<file path="src/rtl/arb_pkg.sv">
// Shared types and helpers for the round-robin arbiter.
package arb_pkg;

  typedef enum logic {
    ARB_IDLE  = 1'b0,
    ARB_GRANT = 1'b1
  } arb_state_t;

  // Never returns zero, so a grant index always has at least one bit.
  function automatic int idx_width(input int num_req);
    return (num_req <= 2) ? 1 : $clog2(num_req);
  endfunction

endpackage

</file>
<file path="src/rtl/rr_priority_encoder.sv">
// Combinational round-robin search: first set request at or above ptr, modulo NUM_REQ.
module rr_priority_encoder #(
  parameter int NUM_REQ   = 4,
  parameter int IDX_WIDTH = 2
) (
  input  logic [NUM_REQ-1:0]   req,
  input  logic [IDX_WIDTH-1:0] ptr,
  output logic                 found,
  output logic [IDX_WIDTH-1:0] idx
);

  logic [NUM_REQ-1:0] rotated;
  int                 offset;
  int                 unrotated;

  // Rotate so ptr lands at bit 0, take the lowest set bit, then rotate the answer back.
  always_comb begin
    rotated   = '0;
    offset    = 0;
    unrotated = 0;
    for (int i = 0; i < NUM_REQ; i++) begin
      rotated[i] = req[(i + int'(ptr)) % NUM_REQ];
    end
    for (int i = NUM_REQ - 1; i >= 0; i--) begin
      if (rotated[i]) offset = i;
    end
    unrotated = (offset + int'(ptr)) % NUM_REQ;
    found     = |rotated;
    idx       = IDX_WIDTH'(unrotated);
  end

endmodule

</file>
<file path="src/rtl/round_robin_arbiter.sv">
// Round-robin arbiter: one grant held until release_i, priority rotating past each holder.
// Define ARB_ONEHOT_OUT_EN to add a registered one-hot copy of the grant (grant_onehot).
module round_robin_arbiter
  import arb_pkg::*;
#(
  parameter int NUM_REQ   = 4,
  parameter int IDX_WIDTH = idx_width(NUM_REQ)
) (
  input  logic                 clk,
  input  logic                 rst,
  input  logic [NUM_REQ-1:0]   req,
  input  logic                 release_i,
`ifdef ARB_ONEHOT_OUT_EN
  output logic [NUM_REQ-1:0]   grant_onehot,
`endif
  output logic                 grant_valid,
  output logic [IDX_WIDTH-1:0] grant_idx
);

  arb_state_t           state_q, state_d;
  logic [IDX_WIDTH-1:0] ptr_q, ptr_d;
  logic [IDX_WIDTH-1:0] idx_q, idx_d;
  logic [IDX_WIDTH-1:0] rel_ptr;
  logic [IDX_WIDTH-1:0] search_ptr;
  logic                 enc_found;
  logic [IDX_WIDTH-1:0] enc_idx;

  // A release moves priority past the holder so the same search serves back-to-back grants.
  assign rel_ptr    = (idx_q == IDX_WIDTH'(NUM_REQ - 1)) ? '0 : idx_q + 1'b1;
  assign search_ptr = (state_q == ARB_GRANT && release_i) ? rel_ptr : ptr_q;

  rr_priority_encoder #(
    .NUM_REQ  (NUM_REQ),
    .IDX_WIDTH(IDX_WIDTH)
  ) u_enc (
    .req  (req),
    .ptr  (search_ptr),
    .found(enc_found),
    .idx  (enc_idx)
  );

  always_comb begin
    state_d = state_q;
    ptr_d   = ptr_q;
    idx_d   = idx_q;
    case (state_q)
      ARB_IDLE: begin
        if (enc_found) begin
          state_d = ARB_GRANT;
          idx_d   = enc_idx;
        end
      end
      ARB_GRANT: begin
        if (release_i) begin
          ptr_d = rel_ptr;
          if (enc_found) idx_d = enc_idx;
          else           state_d = ARB_IDLE;
        end
      end
      default: state_d = ARB_IDLE;
    endcase
  end

  always_ff @(posedge clk or posedge rst) begin
    if (rst) begin
      state_q <= ARB_IDLE;
      ptr_q   <= '0;
      idx_q   <= '0;
    end else begin
      state_q <= state_d;
      ptr_q   <= ptr_d;
      idx_q   <= idx_d;
    end
  end

  assign grant_valid = (state_q == ARB_GRANT);
  assign grant_idx   = idx_q;

`ifdef ARB_ONEHOT_OUT_EN
  logic [NUM_REQ-1:0] onehot_d;
  logic [NUM_REQ-1:0] onehot_q;

  // Decoded from next-state values so it lines up with grant_valid/grant_idx.
  always_comb begin
    onehot_d = '0;
    for (int i = 0; i < NUM_REQ; i++) begin
      onehot_d[i] = (state_d == ARB_GRANT) && (idx_d == IDX_WIDTH'(i));
    end
  end

  always_ff @(posedge clk or posedge rst) begin
    if (rst) onehot_q <= '0;
    else     onehot_q <= onehot_d;
  end

  assign grant_onehot = onehot_q;
`endif

endmodule

</file>
<file path="config.mk">
export PLATFORM = sky130hd
export DESIGN_NAME = round_robin_arbiter
export DESIGN_NICKNAME = d
export VERILOG_FILES = /design/src/rtl/arb_pkg.sv /design/src/rtl/rr_priority_encoder.sv /design/src/rtl/round_robin_arbiter.sv
export SDC_FILE = /design/constraint.sdc
export NUM_CORES = 1
export LEC_CHECK = 0
export ABC_AREA = 1
export CAP_MARGIN = 15
export CORE_AREA = 5 5 42 44
export DETAILED_ROUTE_END_ITERATION = 10
export DIE_AREA = 0 0 47 49
export PLACE_DENSITY = 0.72
export SLEW_MARGIN = 40
export SYNTH_ARGS = -nofsm -noshare
export SYNTH_HDL_FRONTEND = slang
export SYNTH_SLANG_ARGS = --single-unit
</file>
<file path="constraint.sdc">
create_clock -name clk -period 3.75 [get_ports clk]
set_input_delay 0.5625 -clock clk [delete_from_list [all_inputs] [get_ports clk]]
set_output_delay 0.5625 -clock clk [all_outputs]
set_load 0.02 [all_outputs]
</file>
# Word-level counts from Yosys, hierarchy flattened
# Cells that the tools add are included.
# classes
add_sub_neg	5
magnitude_cmp	4
n_eq_ne	2
n_mux	23
bitwise_logic	4
reduce_logical	6
# op_table
operator	count
$mux W2	8
$lt A3 B4 Y1 const B	3
$mux W1	9
$bmux W1 S2	4
$reduce_or A2 Y1	3
$add A2 B2 Y2 const A	2
$pmux W2 S2	1
$reduce_or A4 Y1	1
$and A1 B1 Y1 const A	3
$lt A2 B3 Y1 const B	1
$add A1 B2 Y2 const A	1
$add A2 B1 Y2 const B	1
$add A2 B2 Y2	1
$eq A2 B2 Y1 const B	1
$ne A2 B2 Y1 const B	1
$pmux W1 S2	1
$reduce_and A2 Y1	1
$logic_and A1 B1 Y1	1
$not A1 Y1	1
# totals
ff_bits	5
out_inout_bits	3

# Longest topological paths before layout
# Gate-level depths: netlist (run 1).
# logic_depth
depth_word	17
ltp_mapped	16
ltp_nobuf	16

# Modules after synthesis
# Synthesis (run 1) repeated with hierarchy kept, for this count alone.
# hier_totals
cells_unflattened	82
hier_area_um2	481.7
# modules_own_cells
module	n_inst	cells_per_inst	area_each_um2	seq_area_each_um2
rr_priority_encoder	1	56	259.0	0.0
round_robin_arbiter	1	26	222.7	125.1

# Least setup slack after synthesis (run 1)
# No wires, ideal clock.
# synth_timing
kind	reg2reg
from	reg idx_q[0], in the netlist grant_idx[0]
to	reg idx_q[1], in the netlist grant_idx[1]
setup_ps	120
t_arrival_ps	1751
required_ps	3630
path_slack_ps	1879
stages_incl_launch_ff	16
synth_period_minus_slack_ps	1871
cell_sequence	dfrtp_1 -> ha_1 -> inv_1 -> nand3_1 -> nand2_1 -> nand2_1 -> nand2_2 -> nand2_2 -> nand2_4 -> inv_2 -> nand2_2 -> nand3_2 -> inv_1 -> nand2_1 -> nand3_1 -> nand2_1
# synth_between
elab_chain_len	15
elab_cells_between_ends	27
classes_between	add/sub (5); eq/ne (1); mux (20); reduce/logical (1)
# synth_lines
item	line	source
start, declared	round_robin_arbiter.sv:22	logic [IDX_WIDTH-1:0] idx_q, idx_d;
start signal, assigned	round_robin_arbiter.sv:72	idx_q <= idx_d;
$add A2 B1 Y2 / $eq A2 B2 Y1 (equally long branches)	round_robin_arbiter.sv:29	assign rel_ptr = (idx_q == IDX_WIDTH'(NUM_REQ - 1)) ? '0 : idx_q + 1'b1;
$mux W2 *	round_robin_arbiter.sv:29	
via rel_ptr[1]	round_robin_arbiter.sv:23	logic [IDX_WIDTH-1:0] rel_ptr;
$mux W2 *	round_robin_arbiter.sv:30	assign search_ptr = (state_q == ARB_GRANT && release_i) ? rel_ptr : ptr_q;
$add A2 B2 Y2	rr_priority_encoder.sv:22	rotated[i] = req[(i + int'(ptr)) % NUM_REQ];
$bmux W1 S2	rr_priority_encoder.sv:22	
$mux W1 (implied by the code) (2 in series)	rr_priority_encoder.sv:22	
$mux W2 (4 in series)	rr_priority_encoder.sv:25	if (rotated[i]) offset = i;
$add A2 B2 Y2	rr_priority_encoder.sv:27	unrotated = (offset + int'(ptr)) % NUM_REQ;
$mux W2 *	round_robin_arbiter.sv:48, round_robin_arbiter.sv:56	
$mux W2	round_robin_arbiter.sv:54	if (release_i) begin
$pmux W2 S2 *	round_robin_arbiter.sv:46	case (state_q)
# Mark *: on every way through the listed nets, which the timed path passes. The rest lies on a longest branch. The select of a mux whose other input is x is not followed.
# A chain may end at the register's enable or synchronous reset.

# Worst setup path in the final report (run 1)
# layout_timing
from	in release_i
to	reg idx_q[1], in the netlist grant_idx[1]
# layout_between
elab_chain_len	14
elab_cells_between_ends	26
classes_between	add/sub (4); eq/ne (1); mux (19); reduce/logical (2)
# layout_lines
item	line	source
start, declared	round_robin_arbiter.sv:12	input logic release_i,
$logic_and A1 B1 Y1	round_robin_arbiter.sv:30	
$mux W2	round_robin_arbiter.sv:30	
$add A2 B2 Y2	rr_priority_encoder.sv:22	
$bmux W1 S2	rr_priority_encoder.sv:22	
$mux W1 (implied by the code) (2 in series)	rr_priority_encoder.sv:22	
$mux W2 (4 in series)	rr_priority_encoder.sv:25	
$add A2 B2 Y2	rr_priority_encoder.sv:27	
$mux W2	round_robin_arbiter.sv:48, round_robin_arbiter.sv:56	
$mux W2	round_robin_arbiter.sv:54	
$pmux W2 S2	round_robin_arbiter.sv:46	
# Several ways; a longest one is shown, not always the timed one. The select of a mux whose other input is x is not followed.

==> reports/qor.csv, run 1 <==
metric,value,unit
rows,14,
crit_path_start_kind,input port,
dr.pass1.iters,3,
die_y,49,um
cts_buffer_depth,2,
dp_hpwl,1030,um
period_share,57.5,%
post-route-drc-count,0,
clk_latency,0.24,ns
p_sw_share,56.0,%
synth_cell_type_count,18,
gr-usage-met3,4.43,%
crit-reg2reg-launch,grant_idx[0]$_DFFE_PP0P_,
detail-route-antenna-nets,0,
max_clock_freq,464,MHz
worstHoldPathType,in2async,
p_leak,0.432,nW
p_int,0.317,mW
die_w,47,um
ctsRootBufferMaster,clkbuf_4,
first_iter_violations,6,
core_area,1400,um2
maxSlewHeadroom,83.7,%
vias,628,
power_frac_comb,77.1,%
outcome,finished clean,
io_pins,10,
via_per_inst,4.91,
wl_per_cell,9.55,um
synth_flop_cell,dfrtp_1,
grt_pass1_wl,2080,um
cts.sinks,5,
track_usage,12.4,%
setup_tns,0,ns
ys_top_cells_by_area,"nand2_1 22%, dfrtp_1 20%, nand2_2 12%",
yosysWarnings,0,
ys_async_sr_fraction,100,%
gp_congestion,0.830,
grt_overflow,0,
antenna_found_initial,0,
peakVddDrop,595,uV
fillerInstances,145,
setup_viol,0,
area_delta_synth_final,21.5,%
yosysSeqAreaShare,19.7,%
ys_ff_latch,5,
rsz0062_at_grt,false,
drive_above_1_share,25.0,%
numCtsBuffers,3,
insertedDiodeCount,0,
cts_resized,0,
synth_edf_count,0,
max_slew.worst_pin.slew,0.243,ns
power.share.clock,8.8,%
met1_usage,14.2,%
grt_pass1_vias,529,
yosys.area.top_type_share,22.4,%
initial_core_util,45.4,%
io_buffers,9,
dieArea,2300,um2
slew_viol_final,0,
finalHoldViolCount,0,
crit_fanout,10,
busiest_layer,met2,
cts_hold_buf,0,
synthTopCellsByCount,"38 x nand2_1, 13 x inv_1, 12 x nand2_2, 12 x nand3_1",
crit_path_end_kind,register,
fin_util,55.1,%
power_density,935,nW/um2
fin_crit,2.16,ns
yosysTopAreaCell,nand2_1,
critical_path_class,in2reg,
crit_required,3.88,ns
synth_area_per_cell,6.42,um2
synth_nets,107,
tritoncts,done,
use_met2,20.4,%
finClkSkew,0.00333,ns
clk_pin_slew_worst_paths,0.05,ns
drv_cap,0,
grt_max_degree,11,
worstPathArrival,2.29,ns
synth.most_common_cell,nand2_1,
nNetsFinal,121,
seq_power_share,14.1,%
postCtsSetupBuffers,0,
netlist_area,636,um2
wirelength,1220,um
cts_max_level,1,
worstSetupStartpoint,release_i,
p_switching,0.404,mW
synthCells,99,
==> cell usage in the layout, fill, tap and decap left out <==
cell type | netlist | routed
nor3_4 | 1 | 1
nand3_1 | 12 | 12
ha_1 | 1 | 1
clkbuf_1 | 0 | 1
clkdlybuf4s50_1 | 0 | 9
o21ai_1 | 1 | 1
o21ai_0 | 2 | 2
inv_1 | 13 | 13
nor2_4 | 1 | 1
nor2_2 | 1 | 1
nand2_2 | 12 | 12
dfrtp_1 | 5 | 5
clkinv_4 | 1 | 1
inv_2 | 1 | 1
nand2_8 | 1 | 1
nand2_4 | 5 | 5
nand2_1 | 38 | 38
clkbuf_4 | 0 | 3
nor2_1 | 2 | 2
o21ai_4 | 1 | 1
nand3_2 | 1 | 1
==> kinds of logic (layout without fill, tap and decap cells) <==
family / after synthesis / in the layout / synth area share (%)
AO/OA/AOI/OAI: 4 / 4 / 4.92
adder cells (fa/ha/maj): 1 / 1 / 1.97
buffers and inverters: 15 / 28 / 9.65
flip-flops: 5 / 5 / 19.7
AND/OR/NAND/NOR: 74 / 74 / 63.8
==> cell type report <==
class | count | area [um2] | area share [%]
multi-input cells | 79 | 449 | 58.2
inverters | 15 | 61.3 | 7.94
clock buffers | 4 | 26.3 | 3.40
well taps | 16 | 20.0 | 2.59
flip-flops and latches | 5 | 125 | 16.2
repair buffers | 9 | 90.1 | 11.7
==> through the flow <==
stage | hold WS, ns | power (mW) | setup WS, ns | cells | cell area [um2]
5_1_grt | 0.535 | 0.794 | 1.45 | 128 | 772
4_1_cts | 0.529 | 0.731 | 1.60 | 128 | 772
3_3_place_gp | 0.554 | 0.655 | 1.37 | 124 | 746
6_report | 0.525 | 0.722 | 1.59 | 128 | 772
2_1_floorplan | 0.341 | 0.560 | 1.88 | 99 | 636
3_5_place_dp | 0.567 | 0.662 | 1.35 | 124 | 746
==> state kept, by name, indices dropped and copies added (netlist names) <==
register / count
grant_idx: 2
ptr_q: 2
grant_valid: 1
==> power by group through the flow <==
stage	clock network, mW	logic (mW)	registers [mW]
6_report	0.0633	0.556	0.102
5_1_grt	0.0738	0.614	0.106
4_1_cts	0.0668	0.562	0.102
3_5_place_dp	0	0.559	0.103
3_3_place_gp	0	0.553	0.102
2_1_floorplan	0	0.446	0.114
==> worst paths after layout <==
check,depth (start not counted),endpoint,slack [ns]
min,2,grant_idx[0]$_DFFE_PP0P_,0.53
min in group clk,2,ptr_q[1]$_DFFE_PP0N_,0.57
max,16,grant_idx[1]$_DFFE_PP0P_,1.59
max in group asynchronous,2,ptr_q[0]$_DFFE_PP0N_,3.04
max reg2reg,15,grant_idx[1]$_DFFE_PP0P_,1.79
min reg2reg,2,ptr_q[1]$_DFFE_PP0N_,0.57
==> routing by layer <==
layer,part of all wire (%),up-vias
li1,-,330
met1,46,283
met2,48,13
met3,5.6,2
met4,0.98,0
met5,0,-
==> worst max-delay path, cell delays in order <==
cell,delay [ns]
clkdlybuf4s50_1,0.58
nand2_4,0.13
clkinv_4,0.08
nand2_4,0.08
nand2_8,0.11
nand2_2,0.06
nand2_1,0.06
nand2_1,0.05
nand2_1,0.13
nand2_1,0.08
nand2_2,0.07
nand3_2,0.08
inv_1,0.06
nand2_1,0.05
nand3_1,0.06
nand2_1,0.05
Power figures use the tool's default switching activity.
==> inputs of run 2 (changes only) <==
Clock period 3.75 ns to 2.2 ns, I/O delays scaled along.
==> reports/qor.csv, run 2 (synthesis gave the netlist of run 1 again) <==
metric,value,unit
rr_worst_depth,13,
die_y,49,um
insertedDiodeCount,0,
nNetsFinal,121,
final_cell_mix,"38 x nand2_1, 13 x inv_1, 12 x nand3_1, 12 x nand2_2, 9 x clkdlybuf4s50_1",
regToRegSetupSlack,0.24,ns
track_usage,13.2,%
crit_path_start_kind,register,
gp_congestion,0.773,
initial_core_util,45.4,%
ctsRootBufferMaster,clkbuf_4,
max_clock_freq,511,MHz
maxSlewHeadroom,84.5,%
clk_latency,0.24,ns
dp_hpwl,1070,um
rows,14,
core_area,1400,um2
power.total,1.23,mW
finClkSkew,0.000452,ns
via_per_inst,4.73,
crit-reg2reg-launch,grant_idx[0]$_DFFE_PP0P_,
slew_viol_final,0,
setup_tns,0,ns
fin_crit,1.96,ns
p_leak,0.432,nW
worstPathArrival,2.08,ns
crit_fanout,6,
cts_hold_buf,0,
area_delta_synth_final,21.5,%
detail-route-antenna-nets,0,
worstReg2RegEnd,grant_idx[1]$_DFFE_PP0P_,
peakVddDrop,789,uV
crit_required,2.33,ns
fin_ws,0.244,ns
dr.pass1.iters,4,
whs,0.297,ns
design_area,772,um2
rsz0062_at_grt,false,
period_share,88.9,%
die_w,47,um
grt_max_degree,11,
tritoncts,done,
cts.sinks,5,
max_slew.worst_pin.slew,0.231,ns
first_iter_violations,7,
antenna_found_initial,0,
worstHoldPathType,in2async,
cts_max_level,1,
wirelength,1220,um
final_common_cell,nand2_1,
wl_per_cell,9.54,um
clk_pin_slew_worst_paths,0.04,ns
cts_resized,0,
drive_above_1_share,25.0,%
grt_overflow,0,
setup_viol,0,
critical_path_class,reg2reg,
power_density,1590,nW/um2
post-route-drc-count,0,
vias,606,
outcome,finished clean,
finalHoldViolCount,0,
io_pins,10,
drv_cap,0,
postCtsSetupBuffers,0,
crit_path_end_kind,register,
dpl_cell_area,746,um2
numCtsBuffers,3,
cts_buffer_depth,2,
grt_pass1_vias,546,
grt_pass1_wl,2250,um
io_buffers,9,
dieArea,2300,um2
dp_slack,0.0367,ns
==> run 2: layer usage <==
layer	track usage [%]	vias up	wire, um	part of all wire (%)
li1	-	334	-	-
met4	2.76	0	17	1.4
met1	15.9	257	532	44
met5	0	-	0	0
met2	21.9	13	608	50
met3	4.43	2	62	5.1
==> run 2: through the flow <==
step / utilization [%] / instances
3_3_place_gp: 53.2 / 124
3_5_place_dp: 53.2 / 124
5_1_grt: 55.1 / 128
4_1_cts: 55.1 / 128
2_1_floorplan: - / 99
6_report: 55.1 / 128
==> run 2: worst max-delay path by stage <==
stage / from / end
after floorplan: grant_idx[0]$_DFFE_PP0P_ / grant_idx[1]$_DFFE_PP0P_
after global placement: release_i / grant_idx[1]$_DFFE_PP0P_
after detailed placement: release_i / grant_idx[1]$_DFFE_PP0P_
after CTS: grant_idx[0]$_DFFE_PP0P_ / grant_idx[1]$_DFFE_PP0P_
after global routing: grant_idx[0]$_DFFE_PP0P_ / grant_idx[0]$_DFFE_PP0P_
final: grant_idx[0]$_DFFE_PP0P_ / grant_idx[1]$_DFFE_PP0P_
==> run 2: power by group <==
| group | total, mW | switching, mW | internal, mW |
|---|---|---|---|
| Clock | 0.107 | 0.0385 | 0.0686 |
| Sequential | 0.171 | 0.0369 | 0.134 |
| Combinational | 0.952 | 0.613 | 0.339 |
| Total | 1.23 | 0.689 | 0.542 |
==> run 2: cell type report <==
cell class / instances / area [um2]
fillers: 149 / 629
multi-input cells: 79 / 449
flip-flops and latches: 5 / 125
repair buffers: 9 / 90.1
inverters: 15 / 61.3
clock buffers: 4 / 26.3
well taps: 16 / 20.0
==> run 2: worst max-delay path: stages (launching register included) <==
cell and delay (ns):
dfrtp_1 0.40, ha_1 0.31, inv_1 0.12, nand3_1 0.08, nand2_1 0.18, nand2_1 0.10
nand2_2 0.09, nand2_1 0.06, nand2_2 0.08, nand2_4 0.07, nor3_4 0.17, nor2_2 0.07
nand3_1 0.08, nand2_1 0.05
